### config.mk
export PLATFORM = sky130hd
export DESIGN_NAME = lock_chk_popcount
export DESIGN_NICKNAME = d
export VERILOG_FILES = /design/src/rtl/lock_chk_popcount.sv
export SDC_FILE = /design/constraint.sdc
export NUM_CORES = 1
export LEC_CHECK = 0
export BUFFER_PORTS_ARGS = -buffer_cell sky130_fd_sc_hd__buf_4
export CAP_MARGIN = 40
export CORE_MARGIN = 2
export CORE_UTILIZATION = 31
export DETAILED_ROUTE_END_ITERATION = 16
export PLACE_DENSITY = 0.59
export SLEW_MARGIN = 20
export SYNTH_ARGS = -nofsm -noshare
export SYNTH_HDL_FRONTEND = slang
export SYNTH_SLANG_ARGS = --single-unit
### constraint.sdc
create_clock -name vclk -period 4.5
set_input_delay 0.225 -clock vclk [all_inputs]
set_output_delay 0.225 -clock vclk [all_outputs]
set_load 0.03 [all_outputs]
### src/rtl/lock_chk_popcount.sv
// Combinational population count of an N-bit vector.
// Latency: zero cycles (pure combinational).
// Backpressure: none; result follows the input directly.
module lock_chk_popcount #(
  parameter int unsigned N = 33,
  localparam int unsigned OUT_W = $clog2(N + 1)
) (
  input  logic [N-1:0]     vec_i,
  output logic [OUT_W-1:0] cnt_o
);

  // Ripple sum of the individual bits; synthesis builds an adder tree.
  always_comb begin
    cnt_o = '0;
    for (int i = 0; i < N; i++) begin
      cnt_o = cnt_o + OUT_W'(vec_i[i]);
    end
  end

endmodule

==> results of run 1 <==
==> worst max path at each step <==
stage	endpoint	startpoint	slack [ps]	cells after the start
finish	cnt_o[4]	vec_i[0]	-380	14
global route	cnt_o[4]	vec_i[0]	-540	14
CTS	cnt_o[4]	vec_i[5]	-490	14
detailed placement	cnt_o[4]	vec_i[0]	-530	14
global placement	cnt_o[4]	vec_i[0]	-480	14
floorplan	cnt_o[4]	vec_i[17]	-240	12
==> cell families (layout without fill, tap and decap cells) <==
| kind of cell | Yosys count | count (layout) |
|---|---|---|
| buffers and inverters | 37 | 80 |
| AND/OR/NAND/NOR | 5 | 5 |
| AO/OA/AOI/OAI | 4 | 4 |
| adder cells (fa/ha/maj) | 31 | 31 |
| XOR/XNOR | 3 | 3 |
==> what timing repair did <==
action                                  4_1_cts  5_1_grt
endpoints found under the setup margin        5        5
endpoints found under the hold margin         0        0
gates resized for setup                      12        4
pin swaps                                     8        7
buffers inserted                              1        1
==> area by class of cell <==
class	instances	area share (%)
multi-input combinational	43	57.62
inverter	37	11.12
timing repair buffer	43	28.26
tap	30	3.006
==> layer usage <==
metal	global-route usage [%]	part of all wire [%]	up-vias	wire length, microns
met5	0	0	-	0
met4	0	0	0	0
met3	0	7.2	0	91
met2	18.45	59	23	740
met1	11.85	34	287	426
li1	-	-	300	-
==> worst max-delay path, delay by kind of cell <==
family / cells / cell delay, ps
AOI/OAI and AO/OA: 1 / 190
xor gates and xnor gates: 1 / 160
adders and majority gates: 8 / 3640
buffers and inverters: 3 / 270
and+or+nand+nor: 1 / 160
==> placed cells by master (no fill, tap or decap), drive strengths merged, types with 2 or more instances in the layout <==
cell	count
buf	43
inv	37
fa	25
ha	6
nor2	2
a21oi	2
xor2	2
==> stage by stage <==
| step | TNS (ps) | setup WS, ps | std cells | hold slack [ps] |
|---|---|---|---|---|
| after floorplan | -370.0 | -239.3 | 80 | 818.4 |
| after global placement | -933.8 | -482.2 | 151 | 1001 |
| after detailed placement | -1094 | -525.1 | 151 | 1010 |
| after CTS | -1288 | -491.1 | 152 | 995.1 |
| after global routing | -1514 | -536.7 | 153 | 1058 |
| final | -819.2 | -384.0 | 153 | 1005 |
==> out/results.ini, run 1 <==
[global_routing]
grt_usage_pct = 9.296
antenna_found_initial = 0
grt_max_degree = 5
overflow = 0
first_global_vias = 604
grt_pass1_wl_microns = 2118

[cells_and_area]
antennaDiodeCount = 0
seq_cell_count = 0
n_fill_cell = 235
areaGrowthSynthToFinish_pct = 57.17
drive_gt1_share_pct = 43.09
nets = 189
clkbuf_count = 0
postLayoutCoreUtil_pct = 50.87
seqCellArea_sq_um = 0
multi_input_area_sq_um = 719.4
final_area_sq_um = 1249

[synthesis]
netlist_area_sq_um = 794.5
synth_top_family_by_area = adder cells
netlist_instances = 80
ys_top_cells_by_area = fa_1, inv_1, ha_1
synth_mux_area_share_pct = 0
netlist.area_leader.share_pct = 62.99
synth_fa_ha_area_share_pct = 72.44
yosysSeqAreaShare_pct = 0
avgSynthCellArea_sq_um = 9.931
synth.distinct_cells = 13
synth_most_common_cell = inv_1
synth_warnings = 0
synth-simple-area-share_pct = 3.150
synth_nets = 144
synth_xor_area_share_pct = 3.307
synth_commonest_cells = inv_1, fa_1, ha_1
synth_compound_area_share_pct = 3.622
yosys.area.top_type = fa_1

[flow_run]
max_cap_viol_count = 0

[outcome]
outcome = complete, but fails checks
violations = negative setup slack

[min_path]
worstHoldPathType = in -> out
min_path_cells = 5
whs_endpoint = cnt_o[0]
min-delay-start = vec_i[4]

[worst_setup_path]
cp_slowest_stage_delay_ps = 550
worstPathMaxFanout = 2
criticalPathCategory = in -> out
crit_chain = buf_6 -> fa_1 -> inv_2 -> fa_1 -> fa_1 -> fa_1 -> fa_1 -> fa_1 -> fa_2 -> fa_2 -> nand2b_4 -> a21oi_4 -> xor2_4 -> buf_6
arrival_ps = 4660
start_kind = input port
cpMostUsedCell = fa_1
crit_path_top_delay_cell = fa_1
crit_path_end_kind = output pin
worst_ep_required_time_ps = 4280

[detailed_routing]
wl_microns = 1258
firstDrtPassIters = 2
remaining_drc_errors = 0
dr_total_vias = 610
wl_per_cell_microns = 8.222
antenna_left = 0
vias_per_cell = 3.987
drtIter0Drc = 2

[timing]
period_share_pct = 108.5
setup_viol = 3
layout_min_cycle_time_ps = 4884
drv_slew = 0
finalHoldViolations = 0
setup_ws_ps = -384.0
clock.fmax_mhz = 204.8
rsz0062_at_grt = yes
max-slew-margin-rel_pct = 85.23
worst_pin_slew_ps = 221.6

[floorplanning]
num_rows = 18
num_io_pins = 39
die_width_microns = 54.63
fp.coreArea_sq_um = 2455
dieArea_sq_um = 2984
die_h_microns = 54.63
start_util_pct = 32.36

[clocking]
hold_buffers = 0

[placement]
portBuffers = 39
placed_area_sq_um = 1164
gp_congestion = 0.6650
dpl.hpwl_microns = 1273

Power of run 1 is left out: the tool's default activity adds up to more than one toggle a clock period on the data nets, which glitch-free logic cannot reach.
==> inputs of run 2 (changes only) <==
- CORE_UTILIZATION: 31 -> 40
- PLACE_DENSITY: 0.59 -> 0.73
==> run 2 against run 1 <==
Effect of this change: the run still ends with negative setup slack left; hold slack got worse by 7.2 ps; first-iteration DRC count shrank 50%; via count grew 2.3%; cell count shrank 2.0%; final area down 0.90%; critical path depth is the same; non-clock buffer count stayed put; global-route usage up 3.4 points; wire length down 1.2%; worst setup slack got worse by 6.0 ps; critical path type unchanged.
==> out/results.ini, run 2 (synthesis gave the netlist of run 1 again) <==
[timing]
totalNegativeSetupSlack_ps = -855.4  ; -36.27 ps
whs_ps = 997.4  ; -7.182 ps
worst_pin_slew_ps = 223.4  ; +1.743 ps
clock.fmax_mhz = 204.5  ; -0.12%
rsz0062_at_grt = yes
setup_viol = 3  ; unchanged
finalHoldViolations = 0  ; unchanged
drv_slew = 0  ; unchanged
period_share_pct = 108.7  ; +0.13 points
max-slew-margin-rel_pct = 85.11  ; -0.12 points
layout_min_cycle_time_ps = 4890  ; +6.047 ps
setup_ws_ps = -390.0  ; -6.047 ps

[floorplanning]
die_width_microns = 48.57  ; -11%
num_rows = 16  ; -2
num_io_pins = 39  ; unchanged
dieArea_sq_um = 2359  ; -21%
start_util_pct = 41.34  ; +9.0 points
fp.coreArea_sq_um = 1922  ; -22%
die_h_microns = 48.57  ; -11%

[cells_and_area]
clkbuf_count = 0  ; unchanged
nets = 189  ; unchanged
antennaDiodeCount = 0  ; unchanged
drive_gt1_share_pct = 43.09  ; unchanged
layout_commonest_cell = inv_1
most-common-layout-cells = inv_1, buf_4, fa_1, buf_6, ha_1
n_fill_cell = 170  ; -28%
seqCellArea_sq_um = 0  ; unchanged
areaGrowthSynthToFinish_pct = 55.75
seq_cell_count = 0  ; unchanged

[global_routing]
overflow = 0  ; unchanged
grt_usage_pct = 12.66  ; +3.4 points
first_global_vias = 654  ; +8.3%
grt_most_used_layer = met2
grt_pass1_wl_microns = 2504  ; +18%
gr-usage-met3_pct = 1.852  ; +1.9 points
grt_use_met2_pct = 25.23  ; +6.8 points
antenna_found_initial = 0  ; unchanged
use_met1_pct = 15.26  ; +3.4 points
grt_max_degree = 5  ; unchanged

[detailed_routing]
wl_per_cell_microns = 8.287  ; +0.78%
remaining_drc_errors = 0  ; unchanged
dr_total_vias = 624  ; +2.3%
firstDrtPassIters = 2  ; unchanged
antenna_left = 0  ; unchanged
drtIter0Drc = 1  ; -1
vias_per_cell = 4.160  ; +4.3%
wl_microns = 1243  ; -1.2%

[worst_setup_path]
worstPathMaxFanout = 2  ; unchanged
crit_path_end_kind = output pin
criticalPathCategory = in -> out
arrival_ps = 4670  ; about the same
start_kind = input port
worst_ep_required_time_ps = 4280  ; about the same

[outcome]
outcome = complete, but fails checks
violations = negative setup slack

[flow_run]
max_cap_viol_count = 0  ; unchanged

[placement]
pre_cts_slack_ps = -540.1  ; -15.00 ps
gp_congestion = 0.7028  ; +5.7%
portBuffers = 39  ; unchanged
dpl.hpwl_microns = 1283  ; +0.75%

[min_path]
worstHoldPathType = in -> out

## run 2: cell counts in the layout (fill, tap and decap cells not counted)
No cell type changed its count.
## run 2: timing repair
action                     4_1_cts  5_1_grt
hold buffers                     0        0
gates resized for setup         13        3
pin swaps                       10        7
setup buffers                    1        1
setup endpoints to repair        5        5
## run 2: worst max-delay path, stage by stage
cell and delay (ps):
buf_6 90, fa_1 550, inv_2 40, fa_1 530
fa_1 440, fa_1 480, fa_1 510, fa_1 430
fa_2 370, fa_2 350, nand2b_4 150, a21oi_4 190
xor2_4 150, buf_6 140
## run 2: final timing paths
path	slack [ps]	cells past startpoint	to	start
worst max-delay path	-390	14	cnt_o[4]	vec_i[0]
worst min-delay path	1000	5	cnt_o[0]	vec_i[4]
## run 2: final cells by class
type,count,area (sq um),area share [%]
well taps,27,33.78,2.730
repair buffers,43,356.6,28.82
inverters,37,138.9,11.22
multi-input cells,43,708.2,57.23
## run 2: metal layers
metal  wire length (microns)  vias to the layer above  part of all wire, %
met4                       0                        0                    0
met3                     100                        0                  8.0
met2                     739                       25                   59
met1                     402                      298                   32
met5                       0                        -                    0
li1                        -                      301                    -
## run 2: through the flow
| stage | std cells | utilization, % | cell area [sq um] |
|---|---|---|---|
| 6_report | 150 | 64.39 | 1237 |
| 5_1_grt | 150 | 64.39 | 1237 |
| 4_1_cts | 149 | 63.67 | 1224 |
| 3_5_place_dp | 148 | 60.35 | 1160 |
| 3_3_place_gp | 148 | 60.35 | 1160 |
| 2_1_floorplan | 80 | - | 818.3 |
Power of run 2 is left out for the same reason.
==> inputs of run 3 (changes only) <==
- RECOVER_POWER: default -> 25
- REMOVE_ABC_BUFFERS: default -> 1
==> run 3 against run 2 <==
Effect of this change: the run still ends with negative setup slack left; critical path depth unchanged; sequential share of layout area is the same; wire length is 11% higher; count of clock-buffer cells in the layout is the same; hold slack improved by 17 ps; global-route usage up 0.32 points; largest cell class unchanged.
==> out/results.ini, run 3 (synthesis gave the netlist of run 1 again) <==
[outcome]
outcome = complete, but fails checks
violations = negative setup slack

[global_routing]
grt_use_met2_pct = 26.39  ; +1.2 points
grt_most_used_layer = met2
antenna_found_initial = 0  ; unchanged
grt_max_degree = 5  ; unchanged
use_met1_pct = 15.20  ; -0.063 points
grt_pass1_wl_microns = 2518  ; +0.56%
overflow = 0  ; unchanged
first_global_vias = 648  ; -0.92%
gr-usage-met3_pct = 1.852  ; unchanged
grt_usage_pct = 12.98  ; +0.32 points

[worst_setup_path]
worst_ep_required_time_ps = 4280  ; about the same
cpMostUsedCell = fa_1
start_kind = input port
crit_chain = buf_4 -> fa_1 -> inv_1 -> fa_1 -> fa_1 -> fa_1 -> fa_1 -> fa_1 -> fa_2 -> fa_2 -> nand2b_4 -> a21oi_2 -> xor2_1 -> buf_4
criticalPathCategory = in -> out
crit_path_top_delay_cell = fa_1
crit_path_end_kind = output pin
cp_slowest_stage_delay_ps = 530  ; -20 ps
worstPathMaxFanout = 2  ; unchanged
arrival_ps = 4630  ; -40 ps

[floorplanning]
die_width_microns = 48.57  ; unchanged
dieArea_sq_um = 2359  ; unchanged
num_rows = 16  ; unchanged
fp.coreArea_sq_um = 1922  ; unchanged
start_util_pct = 41.34  ; unchanged
die_h_microns = 48.57  ; unchanged
num_io_pins = 39  ; unchanged

[cells_and_area]
antennaDiodeCount = 0  ; unchanged
layout_commonest_cell = inv_1
areaGrowthSynthToFinish_pct = 51.34
postLayoutCoreUtil_pct = 62.57  ; -1.8 points
multi_input_area_sq_um = 686.9  ; -3.0%
clkbuf_count = 0  ; unchanged
n_fill_cell = 177  ; +4.1%
final_area_sq_um = 1202  ; -2.8%
drive_gt1_share_pct = 40.16  ; -2.9 points
seq_cell_count = 0  ; unchanged
nets = 188  ; -0.53%
seqCellArea_sq_um = 0  ; unchanged
most-common-layout-cells = inv_1, buf_4, fa_1, buf_6, ha_1

[placement]
pre_cts_slack_ps = -530.1  ; +10.01 ps
gp_congestion = 0.7021  ; about the same
dpl.hpwl_microns = 1349  ; +5.1%
portBuffers = 39  ; unchanged
placed_area_sq_um = 1136  ; -2.0%

[clocking]
hold_buffers = 0  ; unchanged

[timing]
setup_viol = 5  ; +2
layout_min_cycle_time_ps = 4858  ; -32.12 ps
worst_pin_slew_ps = 172.9  ; -50.45 ps
max-slew-margin-rel_pct = 88.47  ; +3.4 points
drv_slew = 0  ; unchanged
clock.fmax_mhz = 205.9  ; +0.66%
whs_ps = 1014  ; +16.77 ps
finalHoldViolations = 0  ; unchanged
rsz0062_at_grt = yes
period_share_pct = 108.0  ; -0.71 points
setup_ws_ps = -357.9  ; +32.12 ps

[detailed_routing]
firstDrtPassIters = 3  ; +1
vias_per_cell = 4.087  ; -1.7%
wl_per_cell_microns = 9.289  ; +12%
wl_microns = 1384  ; +11%
remaining_drc_errors = 0  ; unchanged
dr_total_vias = 609  ; -2.4%
antenna_left = 0  ; unchanged
drtIter0Drc = 6  ; +5

[flow_run]
max_cap_viol_count = 0  ; unchanged

[min_path]
worstHoldPathType = in -> out

## run 3: cell count changes in the layout (fill, tap and decap cells not counted), sizes merged
cell / before / now
clkbuf: 0 / 1
buf: 43 / 41
## run 3: final timing paths
path,slack [ps],endpoint,from,cells after the start
setup / recovery,-360,cnt_o[4],vec_i[17],14
hold / removal,1010,cnt_o[0],vec_i[4],5
## run 3: cell type report
cell class | instances | area share, %
tap | 27 | 2.810
timing repair buffer | 42 | 28.51
multi-input combinational | 43 | 57.13
inverter | 37 | 11.55
## run 3: stage by stage
step           std cells  setup TNS, ps
2_1_floorplan         80         -770.9
3_3_place_gp         148          -1019
5_1_grt              149          -1531
6_report             149         -751.4
3_5_place_dp         148          -1305
4_1_cts              148         -889.2
## run 3: layer usage
metal  vias to the layer above  wire length (microns)
met5                         -                      0
met4                         0                      0
met3                         0                     98
met2                        25                    827
met1                       286                    458
li1                        298                      -
## run 3: critical path: cells and delay by family
| kind | cells | cell delay (ps) |
|---|---|---|
| compound gates | 1 | 120 |
| xor+xnor | 1 | 150 |
| fa+ha+maj | 8 | 3650 |
| buf+inv | 3 | 340 |
| simple gates | 1 | 150 |
## run 3: timing repair
item / CTS / global route
gates resized for setup: 11 / 5
pin swaps: 4 / 4
endpoints found under the setup margin: 5 / 5
buffers inserted: 0 / 2
Power of run 3 is left out for the same reason.
